[src/rtl/bcd_mod_counter_pkg.sv]
// Shared constants, per-digit control payload and BCD helpers for the
// modulo-N BCD counter.
package bcd_mod_counter_pkg;

  localparam int unsigned BCD_W      = 4;
  localparam int unsigned MAX_DIGITS = 4;
  localparam int unsigned MAX_W      = BCD_W * MAX_DIGITS;

  localparam logic [BCD_W-1:0] DIGIT_0 = BCD_W'(0);
  localparam logic [BCD_W-1:0] DIGIT_9 = BCD_W'(9);

  // Per-digit update request; priority inside the digit is clear > set > inc > dec.
  typedef struct packed {
    logic             clear;
    logic             set;
    logic             inc;
    logic             dec;
    logic [BCD_W-1:0] wrap_to;
  } digit_ctrl_t;

  // Integer to packed BCD, least significant digit in [3:0].
  function automatic logic [MAX_W-1:0] int_to_bcd(input int unsigned value);
    logic [MAX_W-1:0] bcd;
    int unsigned      rem;
    bcd = '0;
    rem = value;
    for (int i = 0; i < int'(MAX_DIGITS); i++) begin
      bcd[i*BCD_W +: BCD_W] = BCD_W'(rem % 10);
      rem = rem / 10;
    end
    return bcd;
  endfunction

endpackage

[src/rtl/bcd_mod_counter_if.sv]
// Control/status bundle between a counter field and whoever drives it.
interface bcd_mod_counter_if #(
  parameter int unsigned DIGITS = 2
);
  import bcd_mod_counter_pkg::*;

  localparam int unsigned W = BCD_W * DIGITS;

  logic         en;
  logic         up;
  logic         load;
  logic [W-1:0] load_val;
  logic [W-1:0] q;
  logic         carry;
  logic         at_term;
  logic         load_err;

  modport master (
    output en, up, load, load_val,
    input  q, carry, at_term, load_err
  );

  modport slave (
    input  en, up, load, load_val,
    output q, carry, at_term, load_err
  );

endinterface

[src/rtl/bcd_mod_counter_digit.sv]
// One decade of the counter: holds a 0..9 value and flags 9/0 so the
// parent can ripple increments and borrows within a single cycle.
module bcd_mod_counter_digit
  import bcd_mod_counter_pkg::*;
(
  input  logic             clk,
  input  digit_ctrl_t      ctrl_i,
  output logic [BCD_W-1:0] value_o,
  output logic             is_nine_c_o,
  output logic             is_zero_c_o
);

  logic [BCD_W-1:0] value_q;
  logic [BCD_W-1:0] value_d;

  always_comb begin
    value_d = value_q;
    if (ctrl_i.clear) begin
      value_d = DIGIT_0;
    end else if (ctrl_i.set) begin
      value_d = ctrl_i.wrap_to;
    end else if (ctrl_i.inc) begin
      value_d = (value_q == DIGIT_9) ? DIGIT_0 : value_q + BCD_W'(1);
    end else if (ctrl_i.dec) begin
      value_d = (value_q == DIGIT_0) ? DIGIT_9 : value_q - BCD_W'(1);
    end
  end

  // Synchronous reset reaches the digit through ctrl_i.clear.
  always_ff @(posedge clk) begin
    value_q <= value_d;
  end

  assign value_o     = value_q;
  assign is_nine_c_o = (value_q == DIGIT_9);
  assign is_zero_c_o = (value_q == DIGIT_0);

endmodule

[src/rtl/bcd_mod_counter.sv]
// Modulo-MODULUS BCD up/down counter with parallel load, wrap strobe for
// cascading into the next field, and rejected-load strobe.
module bcd_mod_counter
  import bcd_mod_counter_pkg::*;
#(
  parameter int unsigned DIGITS  = 2,
  parameter int unsigned MODULUS = 60
) (
  input  logic             clk,
  input  logic             reset,
  bcd_mod_counter_if.slave bus
);

  localparam int unsigned W        = BCD_W * DIGITS;
  localparam logic [W-1:0] TERM_MAX = W'(int_to_bcd(MODULUS - 1));

  logic [W-1:0]      q;
  logic [DIGITS-1:0] nine_c;
  logic [DIGITS-1:0] zero_c;
  logic [DIGITS-1:0] inc_en_c;
  logic [DIGITS-1:0] dec_en_c;
  digit_ctrl_t       ctrl_c [DIGITS];

  logic load_ok_c;
  logic load_accept_c;
  logic at_max_c;
  logic at_zero_c;
  logic tick_c;
  logic wrap_up_c;
  logic wrap_dn_c;

  logic carry_q;
  logic carry_d;
  logic load_err_q;
  logic load_err_d;

  // Ripple flags out of the top digit have nothing left to feed.
  logic unused_top_nine;
  assign unused_top_nine = nine_c[DIGITS-1];

  // A load is legal only if every nibble is a decimal digit and the value
  // is in range; for valid BCD the packed compare orders like decimal.
  always_comb begin
    load_ok_c = 1'b1;
    for (int i = 0; i < int'(DIGITS); i++) begin
      if (bus.load_val[i*BCD_W +: BCD_W] > DIGIT_9) begin
        load_ok_c = 1'b0;
      end
    end
    if (bus.load_val > TERM_MAX) begin
      load_ok_c = 1'b0;
    end
  end

  assign load_accept_c = bus.load & load_ok_c;
  assign at_max_c      = (q == TERM_MAX);
  assign at_zero_c     = &zero_c;
  assign tick_c        = bus.en & ~bus.load;
  assign wrap_up_c     = tick_c &  bus.up & at_max_c;
  assign wrap_dn_c     = tick_c & ~bus.up & at_zero_c;

  // Per-digit controls; wraps are applied to all digits at once, ordinary
  // steps ripple from the LSD through digits sitting at 9 (up) or 0 (down).
  always_comb begin
    inc_en_c    = '0;
    dec_en_c    = '0;
    inc_en_c[0] = tick_c &  bus.up & ~at_max_c;
    dec_en_c[0] = tick_c & ~bus.up & ~at_zero_c;
    for (int i = 1; i < int'(DIGITS); i++) begin
      inc_en_c[i] = inc_en_c[i-1] & nine_c[i-1];
      dec_en_c[i] = dec_en_c[i-1] & zero_c[i-1];
    end
    for (int i = 0; i < int'(DIGITS); i++) begin
      ctrl_c[i].clear   = reset | wrap_up_c;
      ctrl_c[i].set     = ~reset & (load_accept_c | wrap_dn_c);
      ctrl_c[i].inc     = inc_en_c[i];
      ctrl_c[i].dec     = dec_en_c[i];
      ctrl_c[i].wrap_to = bus.load ? bus.load_val[i*BCD_W +: BCD_W]
                                   : TERM_MAX[i*BCD_W +: BCD_W];
    end
  end

  for (genvar g = 0; g < int'(DIGITS); g++) begin : g_digit
    bcd_mod_counter_digit u_digit (
      .clk         (clk),
      .ctrl_i      (ctrl_c[g]),
      .value_o     (q[g*BCD_W +: BCD_W]),
      .is_nine_c_o (nine_c[g]),
      .is_zero_c_o (zero_c[g])
    );
  end

  always_comb begin
    carry_d    = ~reset & (wrap_up_c | wrap_dn_c);
    load_err_d = ~reset & bus.load & ~load_ok_c;
  end

  always_ff @(posedge clk) begin
    if (reset) begin
      carry_q    <= 1'b0;
      load_err_q <= 1'b0;
    end else begin
      carry_q    <= carry_d;
      load_err_q <= load_err_d;
    end
  end

  assign bus.q        = q;
  assign bus.carry    = carry_q;
  assign bus.load_err = load_err_q;
  assign bus.at_term  = bus.up ? at_max_c : at_zero_c;

endmodule
[src/flat_wrapper.sv]
// flat-port wrapper written by rule: the top's interface ports become plain ports
module bcd_mod_counter_flat import bcd_mod_counter_pkg::*;
#(
  parameter int unsigned DIGITS  = 2,
  parameter int unsigned MODULUS = 60
)
  (clk, reset, bus_en, bus_up, bus_load, bus_load_val, bus_q, bus_carry, bus_at_term, bus_load_err);
  bcd_mod_counter_if #(.DIGITS(DIGITS)) bus_i ();
  input  logic clk;
  input  logic reset;
  input wire logic [$bits(bus_i.en)-1:0] bus_en;
  input wire logic [$bits(bus_i.up)-1:0] bus_up;
  input wire logic [$bits(bus_i.load)-1:0] bus_load;
  input wire logic [$bits(bus_i.load_val)-1:0] bus_load_val;
  output wire logic [$bits(bus_i.q)-1:0] bus_q;
  output wire logic [$bits(bus_i.carry)-1:0] bus_carry;
  output wire logic [$bits(bus_i.at_term)-1:0] bus_at_term;
  output wire logic [$bits(bus_i.load_err)-1:0] bus_load_err;
  assign bus_i.en = bus_en;
  assign bus_i.up = bus_up;
  assign bus_i.load = bus_load;
  assign bus_i.load_val = bus_load_val;
  assign bus_q = bus_i.q;
  assign bus_carry = bus_i.carry;
  assign bus_at_term = bus_i.at_term;
  assign bus_load_err = bus_i.load_err;
  bcd_mod_counter #(.DIGITS(DIGITS), .MODULUS(MODULUS)) u_core (.clk(clk), .reset(reset), .bus(bus_i));
endmodule
[config.mk]
export PLATFORM = sky130hd
export DESIGN_NAME = bcd_mod_counter_flat
export DESIGN_NICKNAME = d
export VERILOG_FILES = /design/src/rtl/bcd_mod_counter_pkg.sv /design/src/rtl/bcd_mod_counter_if.sv /design/src/rtl/bcd_mod_counter_digit.sv /design/src/rtl/bcd_mod_counter.sv /design/src/flat_wrapper.sv
export SDC_FILE = /design/constraint.sdc
export NUM_CORES = 1
export LEC_CHECK = 0
export ABC_AREA = 1
export BUFFER_PORTS_ARGS = -buffer_cell sky130_fd_sc_hd__buf_4
export CAP_MARGIN = 10
export CORE_ASPECT_RATIO = 0.9
export CORE_MARGIN = 5
export CORE_UTILIZATION = 40
export DETAILED_ROUTE_END_ITERATION = 16
export HOLD_SLACK_MARGIN = 0.03
export MAX_ROUTING_LAYER = met4
export PLACE_DENSITY = 0.72
export REMOVE_ABC_BUFFERS = 1
export SETUP_SLACK_MARGIN = 0.05
export SLEW_MARGIN = 10
export SYNTH_ARGS = -nofsm -noshare
export SYNTH_HDL_FRONTEND = slang
export SYNTH_SLANG_ARGS = --single-unit
[constraint.sdc]
create_clock -name clk -period 2.2 [get_ports clk]
set_clock_uncertainty 0.1 [all_clocks]
set_input_delay 0.22 -clock clk [delete_from_list [all_inputs] [get_ports clk]]
set_output_delay 0.22 -clock clk [all_outputs]
set_load 0.005 [all_outputs]
==> out/results.md, run 1 <==
| Item | Value |
| --- | --- |
| Result of the run | complete, no violations |
| Max-cap violation count | 0 |
| Headroom to the max-slew limit | 0.783 |
| Proportion of register bits with asynchronous set or reset after synthesis | 0 |
| Residual overflow from global routing | 0 |
| # DRC | 0 |
| Initial standard-cell utilization of the core | 0.408 |
| Net switching power figure | 0.266 mW |
| Count of synthesis-stage warnings from yosys | 0 |
| Nature of the critical path startpoint | register |
| Cell depth of the worst flop-to-flop path | 8 |
| Power density cells | 548 nW/um2 |
| Netlist cell types | 21 |
| Register-to-register setup slack | 0.50 ns |
| Category of the most critical setup path | register to output pin |
| Kind of capture point of the worst setup path | output pin |
| Global placement routability congestion | 0.858 |
| Initial DRC count | 35 |
| Setup bufs post-CTS | 0 |
| Hold Path Sink | u_core.bus.load_err |
| Diode insertion count for antenna repair | 0 |
| Sinks on Clock Net | 10 |
| Internal | 0.387 mW |
| Number of nets in the layout | 218 |
| # resized after CTS | 0 |
| Part of the power in the clock network | 0.190 |
| Die height | 56.8 um |
| Req. time, crit path | 1.88 ns |
| Yosys top cell area share | 0.255 |
| Switching portion of total power | 0.408 |
| Portion of the clock cycle consumed by the worst path in the final layout | 0.798 |
| Number of antenna violations at the first check in global routing | 0 |
| Number of hold-repair buffers added at the cts stage | 0 |
| IO buf count | 23 |
| Critical path data arrival time | 1.43 ns |
| Avg Vias per Cell | 4.70 |
| Comb power frac | 0.454 |
| Post-synthesis instance area | 972 um2 |
| Sequence of cells on the critical path | inv_2 -> nand2_1 -> nor2_4 -> nand3_1 -> nand2_1 -> buf_4 |
| Area delta synth->final | 22.5% |
| Final Hold Viols | 0 |
| Minimum setup slack in the final design | 0.445 ns |
| Start point of the worst min-delay path | reset |
| Most used cell along the critical path | nand2_1 |
| Standard-cell row count | 17 |
| Total track usage | 0.145 |
| Total number of vias | 1,085 |
| Leakage | 0.654 nW |
| Most area-consuming cells after synthesis | nand2_1, dfxtp_1, nand3_1 |
| Sequential Area | 200 um2 |
| Worst path slowest cell | dfxtp_1 |
| Number of buffers created by CTS | 3 |
| Clock tree from TritonCTS | built |
| Final setup viols | 0 |
| Fillcell total | 266 |
| Kind of cell adding the most delay to the critical path | simple AND/OR/NAND/NOR gates |
| Unrepaired setup endpoints after global routing | no |
| Max stage delay on crit path | 0.38 ns |
| Clock transition at the registers of the reported paths | 0.07 ns |
| Placeable core region | 2380 um2 |
| Post-Synthesis Mean Instance Area | 5.46 um2 |
| First-pass detailed-route iteration total | 5 |
| Detailed-route wire length per cell | 10.1 um |
| Relative contribution of sequential cells to total power | 0.356 |
| Buffer and inverter count on the worst path | 2 |
| Class of the worst hold path | input pin to register |
| Slew at the pin closest to its max-slew limit | 0.323 ns |
| Crit Reg-Reg Startpoint | u_core.g_digit[0].u_digit.value_o[2] |
| Die ar. | 3520 um2 |
| Number of cells on the worst hold path | 3 |
| Clk Latency, worst-skew pair | 0.26 ns |
| Horizontal die dimension | 62.0 um |
| Detailed-placement wirelength estimate | 1.93 mm |
| Vias in the first global route | 878 |
| Sequential element share of the synthesized area | 0.206 |
| Post-Synthesis Cells | 178 |
| Sum of negative setup slack | 0 ns |
| Worst reg2reg endpoint | u_core.g_digit[1].u_digit.value_o[3] |
| Cell type with the highest aggregate area in the netlist | nand2_1 |
| Top FF cell, synth | dfxtp_1 |
| Antenna-violating nets left | 0 |
| Post-route minimum period | 1.75 ns |
| Register bit total from synthesis | 10 |
| Pin count of the biggest net entering global routing | 15 |
| Clock tree buffer depth | 2 |
| Number of top-level pins | 24 |
| Proportion of layout cells with a drive suffix above 1 | 0.261 |
| Maximum clock frequency | 570 MHz |
| EDFF count, synth | 0 |
| Routed Wire Length | 2.34 mm |
| Area of the multi-input gates | 676 um2 |
| Critical-path maximum fanout | 6 |
| Slew Viols, Final | 0 |
| H-tree levels | 1 |
| Post-placement worst setup slack | 0.563 ns |
| Maximum VDD drop | 290 uV |
| Cell at the root of the clock tree | clkbuf_4 |
| Wire length of the first global-routing pass | 3.83 mm |
==> worst register-to-register path: stages (launching register included) <==
cell and delay, ns:
dfxtp_1 0.38, inv_2 0.11, nand2_1 0.11, nor2_4 0.21, nand2_2 0.10, o21ai_1 0.29, inv_2 0.13, o21ai_1 0.10
nor2_1 0.05
==> power by group through the flow <==
stage	clock [mW]	sequential (mW)	combinational [mW]
CTS	0.129	0.232	0.299
floorplan	0	0.233	0.205
global placement	0	0.236	0.300
global route	0.142	0.237	0.341
finish	0.124	0.232	0.296
detailed placement	0	0.236	0.297
==> synthesized netlist by cell type (2+ instances only) <==
library cell	count
nand2_1	66
dfxtp_1	10
nor2_4	3
nand3_2	2
inv_2	9
o21ai_0	10
o21ai_1	3
nor2_1	22
a21oi_1	4
nand2_2	6
nor2_2	4
nand3_1	17
inv_1	12
nand4_1	3
==> placed cells by master (no fill, tap or decap) <==
master	synthesis	layout
a21boi_0	1	1
a21oi_1	4	4
a21oi_2	1	1
and3_1	1	1
buf_4	0	23
clkbuf_4	0	3
dfxtp_1	10	10
inv_1	12	12
inv_2	9	9
inv_4	1	1
nand2_1	66	66
nand2_2	6	6
nand2_4	1	1
nand3_1	17	17
nand3_2	2	2
nand4_1	3	3
nor2_1	22	22
nor2_2	4	4
nor2_4	3	3
o21ai_0	10	10
o21ai_1	3	3
o22ai_1	1	1
==> flip-flops by register name, summed over array words and instances, names as in the netlist <==
| name | flops |
|---|---|
| u_core.bus.carry | 1 |
| u_core.bus.load_err | 1 |
| u_core.g_digit.u_digit.value_o | 8 |
==> worst max-delay path by stage <==
stage | from | end | depth (start not counted)
floorplan | u_core.g_digit[0].u_digit.value_o[3] | u_core.g_digit[1].u_digit.value_o[3] | 7
finish | u_core.g_digit[0].u_digit.value_o[2] | bus_at_term | 6
global route | u_core.g_digit[0].u_digit.value_o[3] | bus_at_term | 5
detailed placement | u_core.g_digit[0].u_digit.value_o[2] | u_core.g_digit[1].u_digit.value_o[3] | 8
global placement | u_core.g_digit[1].u_digit.value_o[0] | u_core.g_digit[1].u_digit.value_o[3] | 7
CTS | u_core.g_digit[0].u_digit.value_o[2] | bus_at_term | 6
==> final cells by class <==
cell class,instances,share of cell area
timing repair buffer,23,0.145
sequential,10,0.168
tap,28,0.0294
multi-input combinational,145,0.567
clock buffer,3,0.0189
inverter,22,0.0714
==> logic make-up (layout without fill, tap and decap cells) <==
kind of cell           count (synthesis)  after routing  share of synthesized area
and+or+nand+nor                      125            125                      0.584
buffers and inverters                 23             48                     0.0991
DFF                                   10             10                      0.206
AOI/OAI and AO/OA                     20             20                      0.111
==> per-layer routing <==
metal,share of wire,vias up,wire [um],GRT usage
met3,0.047,2,109,0.0161
li1,-,615,-,-
met2,0.42,20,991,0.189
met5,0,-,0,-
met4,0.012,0,27,0.0636
met1,0.52,448,1210,0.218
==> metrics by stage <==
| step | power [mW] | util | std cells | instance area, um2 | hold slack, ns |
|---|---|---|---|---|---|
| 2_1_floorplan | 0.438 | - | 177 | 961 | 0.311 |
| 3_3_place_gp | 0.536 | 0.491 | 228 | 1170 | 0.444 |
| 3_5_place_dp | 0.533 | 0.491 | 228 | 1170 | 0.451 |
| 4_1_cts | 0.660 | 0.500 | 231 | 1190 | 0.173 |
| 5_1_grt | 0.719 | 0.500 | 231 | 1190 | 0.189 |
| 6_report | 0.653 | 0.500 | 231 | 1190 | 0.181 |
Note: power is estimated with default switching activity, not from simulation.
==> run 2: changes to the inputs <==
--- a/config.mk
+++ b/config.mk
@@ -14,7 +14,7 @@
 export DETAILED_ROUTE_END_ITERATION = 16
 export HOLD_SLACK_MARGIN = 0.03
 export MAX_ROUTING_LAYER = met4
-export PLACE_DENSITY = 0.72
+export PLACE_DENSITY = 0.74
 export REMOVE_ABC_BUFFERS = 1
 export SETUP_SLACK_MARGIN = 0.05
 export SLEW_MARGIN = 10
==> constraint.sdc (replaced) <==
create_clock -name clk -period 1.44 [get_ports clk]
set_clock_uncertainty 0.1 [all_clocks]
set_input_delay 0.144 -clock clk [delete_from_list [all_inputs] [get_ports clk]]
set_output_delay 0.144 -clock clk [all_outputs]
set_load 0.005 [all_outputs]
==> run 2 against run 1 <==
The run now ends with negative setup slack left. Sequential power rose by 55%. Clock power rose by 75%. Register-to-register slack got worse by 0.59 ns. Global-route usage rose by 5.7 points. Die area did not move. First-iteration DRC count rose by 89%. Count of clock-buffer cells in the layout did not move.
==> out/results.md, run 2 (synthesis results as in run 1) <==
| Item | Value | Change |
| --- | --- | --- |
| Initial DRC count | 66 | +89% |
| Number of top-level pins | 24 | unchanged |
| Switching portion of total power | 0.429 | +0.0215 |
| Failing checks | negative setup slack |  |
| Initial standard-cell utilization of the core | 0.408 | unchanged |
| Residual overflow from global routing | 0 | unchanged |
| Final setup viols | 9 | +9 |
| Global placement routability congestion | 0.923 | +7.6% |
| Routed Wire Length | 3.68 mm | +57% |
| Critical path destination | u_core.g_digit[1].u_digit.value_o[1] |  |
| Result of the run | complete, but fails checks |  |
| Critical path launch point | u_core.g_digit[0].u_digit.value_o[3] |  |
| Crit Reg-Reg Startpoint | u_core.g_digit[0].u_digit.value_o[3] |  |
| Final Hold Viols | 0 | unchanged |
| PnR Total Power | 1.33 mW | +100% |
| Horizontal die dimension | 62.0 um | unchanged |
| Sequence of cells on the critical path | nand2_2 -> nor2_4 -> buf_4 -> nand2_4 -> o21ai_4 -> buf_6 -> a21oi_2 -> nand2_1 -> inv_1 |  |
| Minimum setup slack in the final design | -0.0938 ns | -0.539 ns |
| Worst path slowest cell | dfxtp_2 |  |
| Max-cap violation count | 0 | unchanged |
| Number of nets in the layout | 255 | +17% |
| Req. time, crit path | 1.52 ns | -0.36 ns |
| Pin count of the biggest net entering global routing | 14 | -1 |
| Portion of the clock cycle consumed by the worst path in the final layout | 1.07 |  |
| Detailed-route wire length per cell | 13.7 um | +36% |
| Avg Vias per Cell | 5.28 | +12% |
| Nature of the critical path startpoint | register |  |
| Detailed-placement wirelength estimate | 2.19 mm | +14% |
| Critical-path maximum fanout | 4 | -2 |
| Proportion of layout cells with a drive suffix above 1 | 0.517 | +0.256 |
| Power density cells | 784 nW/um2 | +43% |
| Kind of capture point of the worst setup path | register |  |
| Max stage delay on crit path | 0.39 ns | about the same |
| # DRC | 0 | unchanged |
| First-pass detailed-route iteration total | 4 | -1 |
| Die ar. | 3520 um2 | unchanged |
| Area delta synth->final | 74.3% |  |
| Class of the worst hold path | input pin to register |  |
| Clock tree buffer depth | 2 | unchanged |
| Clock transition at the registers of the reported paths | 0.08 ns | about the same |
| Wire length of the first global-routing pass | 5.36 mm | +40% |
| Antenna-violating nets left | 0 | unchanged |
| Flip-flop count of the largest register after layout | 8 | unchanged |
| Maximum clock frequency | 652 MHz |  |
| Total number of vias | 1,415 | +30% |
| Number of buffers created by CTS | 3 | unchanged |
| Post-route minimum period | 1.53 ns |  |
| Clock tree from TritonCTS | built |  |
| Net switching power figure | 0.571 mW | +110% |
| Standard-cell row count | 17 | unchanged |
| Sum of negative setup slack | -0.625 ns | -0.625 ns |
| Sinks on Clock Net | 10 | unchanged |
| H-tree levels | 1 | unchanged |
| Most frequent standard cell in the layout excluding fill and tap cells | nand2_1 |  |
| Placeable core region | 2380 um2 | unchanged |
| Commonest non-fill, non-tap cells in the layout | nand2_1, buf_4, nor2_1 |  |
| Comb power frac | 0.567 | +0.113 |
| Category of the most critical setup path | register to register |  |
| Part of the power in the clock network | 0.163 | -0.027 |
| Maximum VDD drop | 701 uV | +140% |
| Unrepaired setup endpoints after global routing | yes |  |
| Leakage | 0.897 nW | +37% |
| Worst reg2reg endpoint | u_core.g_digit[1].u_digit.value_o[1] |  |
| Relative contribution of sequential cells to total power | 0.270 | -0.086 |
| Number of antenna violations at the first check in global routing | 0 | unchanged |
| Clk Latency, worst-skew pair | 0.28 ns | +0.02 ns |
| Number of hold-repair buffers added at the cts stage | 0 | unchanged |
| Total track usage | 0.202 | +0.0569 |
| Slew Viols, Final | 0 | unchanged |
| Slew at the pin closest to its max-slew limit | 0.261 ns | -0.0618 ns |
| Cell depth of the worst flop-to-flop path | 9 | +1 |
| IO buf count | 23 | unchanged |
| Internal | 0.758 mW | +96% |
| Critical path data arrival time | 1.61 ns | +0.18 ns |
| Vias in the first global route | 1,218 | +39% |
| Die height | 56.8 um | unchanged |
| Headroom to the max-slew limit | 0.825 | +0.0420 |
| Register-to-register setup slack | -0.09 ns | -0.59 ns |
| Diode insertion count for antenna repair | 0 | unchanged |
| Cell at the root of the clock tree | clkbuf_4 |  |
-- run 2: cell types whose count changed in the layout (fill, tap and decap cells not counted), sizes merged --
cell	previous run	this run
buf	23	60
-- run 2: how the worst min path moves through the flow --
stage,startpoint,to,depth (start not counted)
global route,reset,u_core.bus.load_err,3
global placement,reset,u_core.bus.load_err,3
finish,reset,u_core.bus.load_err,3
CTS,reset,u_core.bus.load_err,3
floorplan,reset,u_core.bus.load_err,2
detailed placement,reset,u_core.bus.load_err,3
-- run 2: final cells by class --
| class | instances | area (um2) |
|---|---|---|
| Timing Repair Buffer | 60 | 484 |
| Sequential cell | 10 | 225 |
| Inverter | 22 | 97.6 |
| Clock buffer | 3 | 22.5 |
| Tap cell | 28 | 35.0 |
| Fill cell | 177 | 688 |
| Multi-Input combinational cell | 145 | 830 |
-- run 2: per-stage QoR --
stage	hold WS, ns	cells	util	setup WS (ns)	cell area (um2)
detailed placement	0.367	253	0.569	-0.136	1360
CTS	0.0852	263	0.678	-0.0140	1610
floorplan	0.235	177	-	0.0134	961
finish	0.0729	268	0.711	-0.0938	1690
global route	0.0936	268	0.711	-0.204	1690
global placement	0.369	253	0.569	-0.134	1360
-- run 2: worst max-delay path, delay by kind of cell (launching register included) --
kind,cells,cell delay (ns)
AND/OR/NAND/NOR,4,0.36
AO/OA/AOI/OAI,2,0.27
buffers and inverters,3,0.32
flip-flops,1,0.39
-- run 2: layer usage --
metal,global-route usage,vias up,wire length [um]
li1,-,691,-
met1,0.286,623,1590
met2,0.284,82,1610
met3,0.0299,19,345
met4,0.0758,0,137
met5,-,-,0
-- run 2: repair_timing --
action	in CTS	in global routing
setup endpoints to repair	9	9
buffers inserted	7	5
pin swaps	17	16
resized for setup	57	13
-- run 2: power by group through the flow --
stage / clock (mW) / combinational [mW] / sequential [mW]
after floorplan: 0 / 0.313 / 0.355
after global placement: 0 / 0.560 / 0.346
after detailed placement: 0 / 0.561 / 0.347
after CTS: 0.202 / 0.652 / 0.352
after global routing: 0.234 / 0.820 / 0.363
final: 0.217 / 0.753 / 0.359
==> run 3: changes to the inputs <==
--- a/config.mk
+++ b/config.mk
@@ -12,6 +12,7 @@
 export CORE_MARGIN = 5
 export CORE_UTILIZATION = 40
 export DETAILED_ROUTE_END_ITERATION = 16
+export GPL_TIMING_DRIVEN = 0
 export HOLD_SLACK_MARGIN = 0.03
 export MAX_ROUTING_LAYER = met4
 export PLACE_DENSITY = 0.74
@@ -20,4 +21,5 @@
 export SLEW_MARGIN = 10
 export SYNTH_ARGS = -nofsm -noshare
 export SYNTH_HDL_FRONTEND = slang
+export SYNTH_HIERARCHICAL = 1
 export SYNTH_SLANG_ARGS = --single-unit
==> run 3 against run 2 <==
The run still ends with negative setup slack left. Power decreased by 9.7%. Count of clock-buffer cells in the layout stayed put. Register-to-register slack worse by 0.28 ns. Combinational power down 15%. Final cell count decreased by 9.7%. Sequential share of layout area up 1.8 points. Non-clock buffer count is 19 lower. Synthesized cell count decreased by 4.5%. Critical endpoint is now u_core/g_digit[1].u_digit/value_o[3].
==> out/results.md, run 3 <==
| Item | Value | Change |
| --- | --- | --- |
| Sequential element share of the synthesized area | 0.201 | -0.00517 |
| Sequence of cells on the critical path | buf_6 -> inv_2 -> nand2_2 -> nor2_4 -> inv_2 -> nor3_4 -> bufinv_8 -> nor2_2 -> nand2_1 -> nand3_1 -> nand2_1 -> a21oi_1 |  |
| Netlist cell types | 23 | +9.5% |
| IO buf count | 23 | unchanged |
| Number of nets in the layout | 229 | -10% |
| Maximum VDD drop | 522 uV | -26% |
| Critical path data arrival time | 1.90 ns | +0.29 ns |
| Result of the run | complete, but fails checks |  |
| Total number of vias | 1,217 | -14% |
| Category of the most critical setup path | register to register |  |
| Clk Latency, worst-skew pair | 0.26 ns | -0.02 ns |
| Antenna-violating nets left | 0 | unchanged |
| Maximum clock frequency | 553 MHz | -15% |
| Critical-path maximum fanout | 4 | unchanged |
| Clock tree from TritonCTS | built |  |
| Die ar. | 3590 um2 | +2.1% |
| Sinks on Clock Net | 10 | unchanged |
| Total track usage | 0.161 | -0.0414 |
| Worst path slowest cell | dfxtp_4 |  |
| Yosys top cell area share | 0.207 | -0.0478 |
| Hold Path Sink | u_core/bus.load_err |  |
| Crit Reg-Reg Startpoint | u_core/g_digit[0].u_digit/value_o[1] |  |
| Die height | 57.4 um | +1.0% |
| Cell with the most instances after synthesis | nand2_1 |  |
| Max-cap violation count | 0 | unchanged |
| Kind of capture point of the worst setup path | register |  |
| Number of buffers created by CTS | 3 | unchanged |
| Failing checks | negative setup slack |  |
| Unrepaired setup endpoints after global routing | yes |  |
| Cell depth of the worst flop-to-flop path | 12 | +3 |
| Commonest non-fill, non-tap cells in the layout | nand2_1, buf_4, nor2_1 |  |
| Portion of the clock cycle consumed by the worst path in the final layout | 1.26 | +0.191 |
| Top FF cell, synth | dfxtp_1 |  |
| Number of placed instances with taps included | 221 | -13% |
| Nature of the critical path startpoint | register |  |
| Minimum setup slack in the final design | -0.369 ns | -0.275 ns |
| Slew at the pin closest to its max-slew limit | 0.279 ns | +0.0179 ns |
| Max stage delay on crit path | 0.36 ns | -0.03 ns |
| Global placement routability congestion | 0.829 | -10% |
| Number of cells on the worst hold path | 3 | unchanged |
| Power density cells | 804 nW/um2 | +2.5% |
| Clock tree buffer depth | 2 | unchanged |
| Final setup viols | 9 | unchanged |
| Headroom to the max-slew limit | 0.814 | -0.0117 |
| Standard-cell row count | 17 | unchanged |
| Most frequent standard cell in the layout excluding fill and tap cells | nand2_1 |  |
| Fillcell total | 220 | +24% |
| Flip-flop count of the largest register after layout | 8 | unchanged |
| Number of antenna violations at the first check in global routing | 0 | unchanged |
| Initial DRC count | 42 | -36% |
| # DRC | 0 | unchanged |
| Detailed-route wire length per cell | 11.8 um | -14% |
| Diode insertion count for antenna repair | 0 | unchanged |
| Class of the worst hold path | input pin to register |  |
| H-tree levels | 1 | unchanged |
| Avg Vias per Cell | 5.03 | -4.8% |
| Post-Synthesis Mean Instance Area | 5.87 um2 | +7.4% |
| Cell at the root of the clock tree | clkbuf_4 |  |
| Area of the multi-input gates | 743 um2 | -10% |
| Post-route minimum period | 1.81 ns | +0.275 ns |
| Post-Synthesis Cells | 170 | -4.5% |
| EDFF count, synth | 0 | unchanged |
| Utilization of the core after routing | 0.615 | -0.0961 |
| Count of synthesis-stage warnings from yosys | 6 | +6 |
| Proportion of layout cells with a drive suffix above 1 | 0.453 | -0.0634 |
| Cell type with the highest aggregate area in the netlist | nand2_1 |  |
| First-pass detailed-route iteration total | 4 | unchanged |
| Residual overflow from global routing | 0 | unchanged |
| Commonest cells in the synthesized netlist | nand2_1, nor2_1, inv_1 |  |
| Routed Wire Length | 2.87 mm | -22% |
| Worst reg2reg endpoint | u_core/g_digit[1].u_digit/value_o[3] |  |
| Detailed-placement wirelength estimate | 1.85 mm | -15% |
| Sequential Area | 225 um2 | unchanged |
| Register-to-register setup slack | -0.37 ns | -0.28 ns |
| Start point of the worst min-delay path | bus_load_val[7] |  |
| Initial standard-cell utilization of the core | 0.411 | +0.00316 |
| Leakage | 0.764 nW | -15% |
| Pin count of the biggest net entering global routing | 9 | -5 |
| Most area-consuming cells after synthesis | nand2_1, dfxtp_1, nand3_1 |  |
| Slew Viols, Final | 0 | unchanged |
| Non-filler cells in the finished layout | 242 | -9.7% |
| Vias in the first global route | 1,088 | -11% |
| Clock transition at the registers of the reported paths | 0.06 ns | -0.02 ns |
| Wire length of the first global-routing pass | 4.61 mm | -14% |
| Register bit total from synthesis | 10 | unchanged |
| Proportion of register bits with asynchronous set or reset after synthesis | 0 | unchanged |
| Placeable core region | 2420 um2 | +1.8% |
| Horizontal die dimension | 62.6 um | +1.1% |
| Number of top-level pins | 24 | unchanged |
| Post-synthesis instance area | 997 um2 | +2.6% |
| Req. time, crit path | 1.53 ns | about the same |
| Final Hold Viols | 0 | unchanged |
| Area delta synth->final | 49.6% |  |
==> run 3: critical path, delay by kind of cell, from the launching register on <==
kind            cells  cell delay (ns)
simple gates        7             0.71
flops               1             0.36
buf+inv             4             0.47
compound gates      1             0.11
==> run 3: timing repair <==
action,in CTS,in global routing
pin swaps,17,9
endpoints found under the hold margin,0,0
endpoints found under the setup margin,9,9
gates cloned,0,0
setup buffers,16,2
hold buffers,0,0
resized for setup,42,7
==> run 3: layer usage <==
metal  track usage  wire, um
met4        0.0788        87
met2         0.271      1340
met3       0.00591       131
met1         0.198      1310
met5             -         0
==> run 3: through the flow <==
step | cell area (um2) | setup WS (ns) | setup TNS [ns] | power, mW | hold WS [ns]
after floorplan | 997 | -0.460 | -3.42 | 0.690 | 0.185
after global placement | 1200 | -0.734 | -5.48 | 0.851 | 0.339
after detailed placement | 1200 | -0.737 | -5.57 | 0.850 | 0.349
after CTS | 1460 | -0.347 | -2.51 | 1.17 | 0.0600
after global routing | 1490 | -0.442 | -3.55 | 1.29 | 0.0950
final | 1490 | -0.369 | -2.63 | 1.20 | 0.0697
==> run 3: how the worst max path moves through the flow <==
| stage | cells past startpoint | start | slack [ns] | endpoint |
|---|---|---|---|---|
| after global placement | 12 | u_core/g_digit[0].u_digit/value_o[0] | -0.73 | u_core/g_digit[1].u_digit/value_o[1] |
| after global routing | 11 | u_core/g_digit[0].u_digit/value_o[1] | -0.44 | u_core/g_digit[1].u_digit/value_o[2] |
| after detailed placement | 12 | u_core/g_digit[0].u_digit/value_o[0] | -0.74 | u_core/g_digit[1].u_digit/value_o[1] |
| after CTS | 11 | u_core/g_digit[1].u_digit/value_o[1] | -0.35 | u_core/g_digit[1].u_digit/value_o[1] |
| after floorplan | 12 | u_core/g_digit[0].u_digit/value_o[0] | -0.46 | u_core/g_digit[0].u_digit/value_o[1] |
| final | 12 | u_core/g_digit[0].u_digit/value_o[1] | -0.37 | u_core/g_digit[1].u_digit/value_o[3] |
==> run 3: power breakdown <==
part           switching [mW]  internal, mW
logic                   0.336         0.303
registers              0.0623         0.314
clock network          0.0881        0.0962
==> run 3: logic make-up (layout without fill, tap and decap cells) <==
family	Yosys count	count (layout)	synth area share
flip-flops	10	10	0.201
AND/OR/NAND/NOR	113	113	0.523
buffers and inverters	26	70	0.153
AO/OA/AOI/OAI	19	19	0.105
XOR/XNOR	2	2	0.0176
==> run 3: area by class of cell <==
cell class | instances | area share
Clock buffer | 3 | 0.0151
Inverter | 26 | 0.0956
Multi-Input combinational cell | 134 | 0.498
Sequential cell | 10 | 0.151
Tap cell | 28 | 0.0235
Timing Repair Buffer | 41 | 0.216
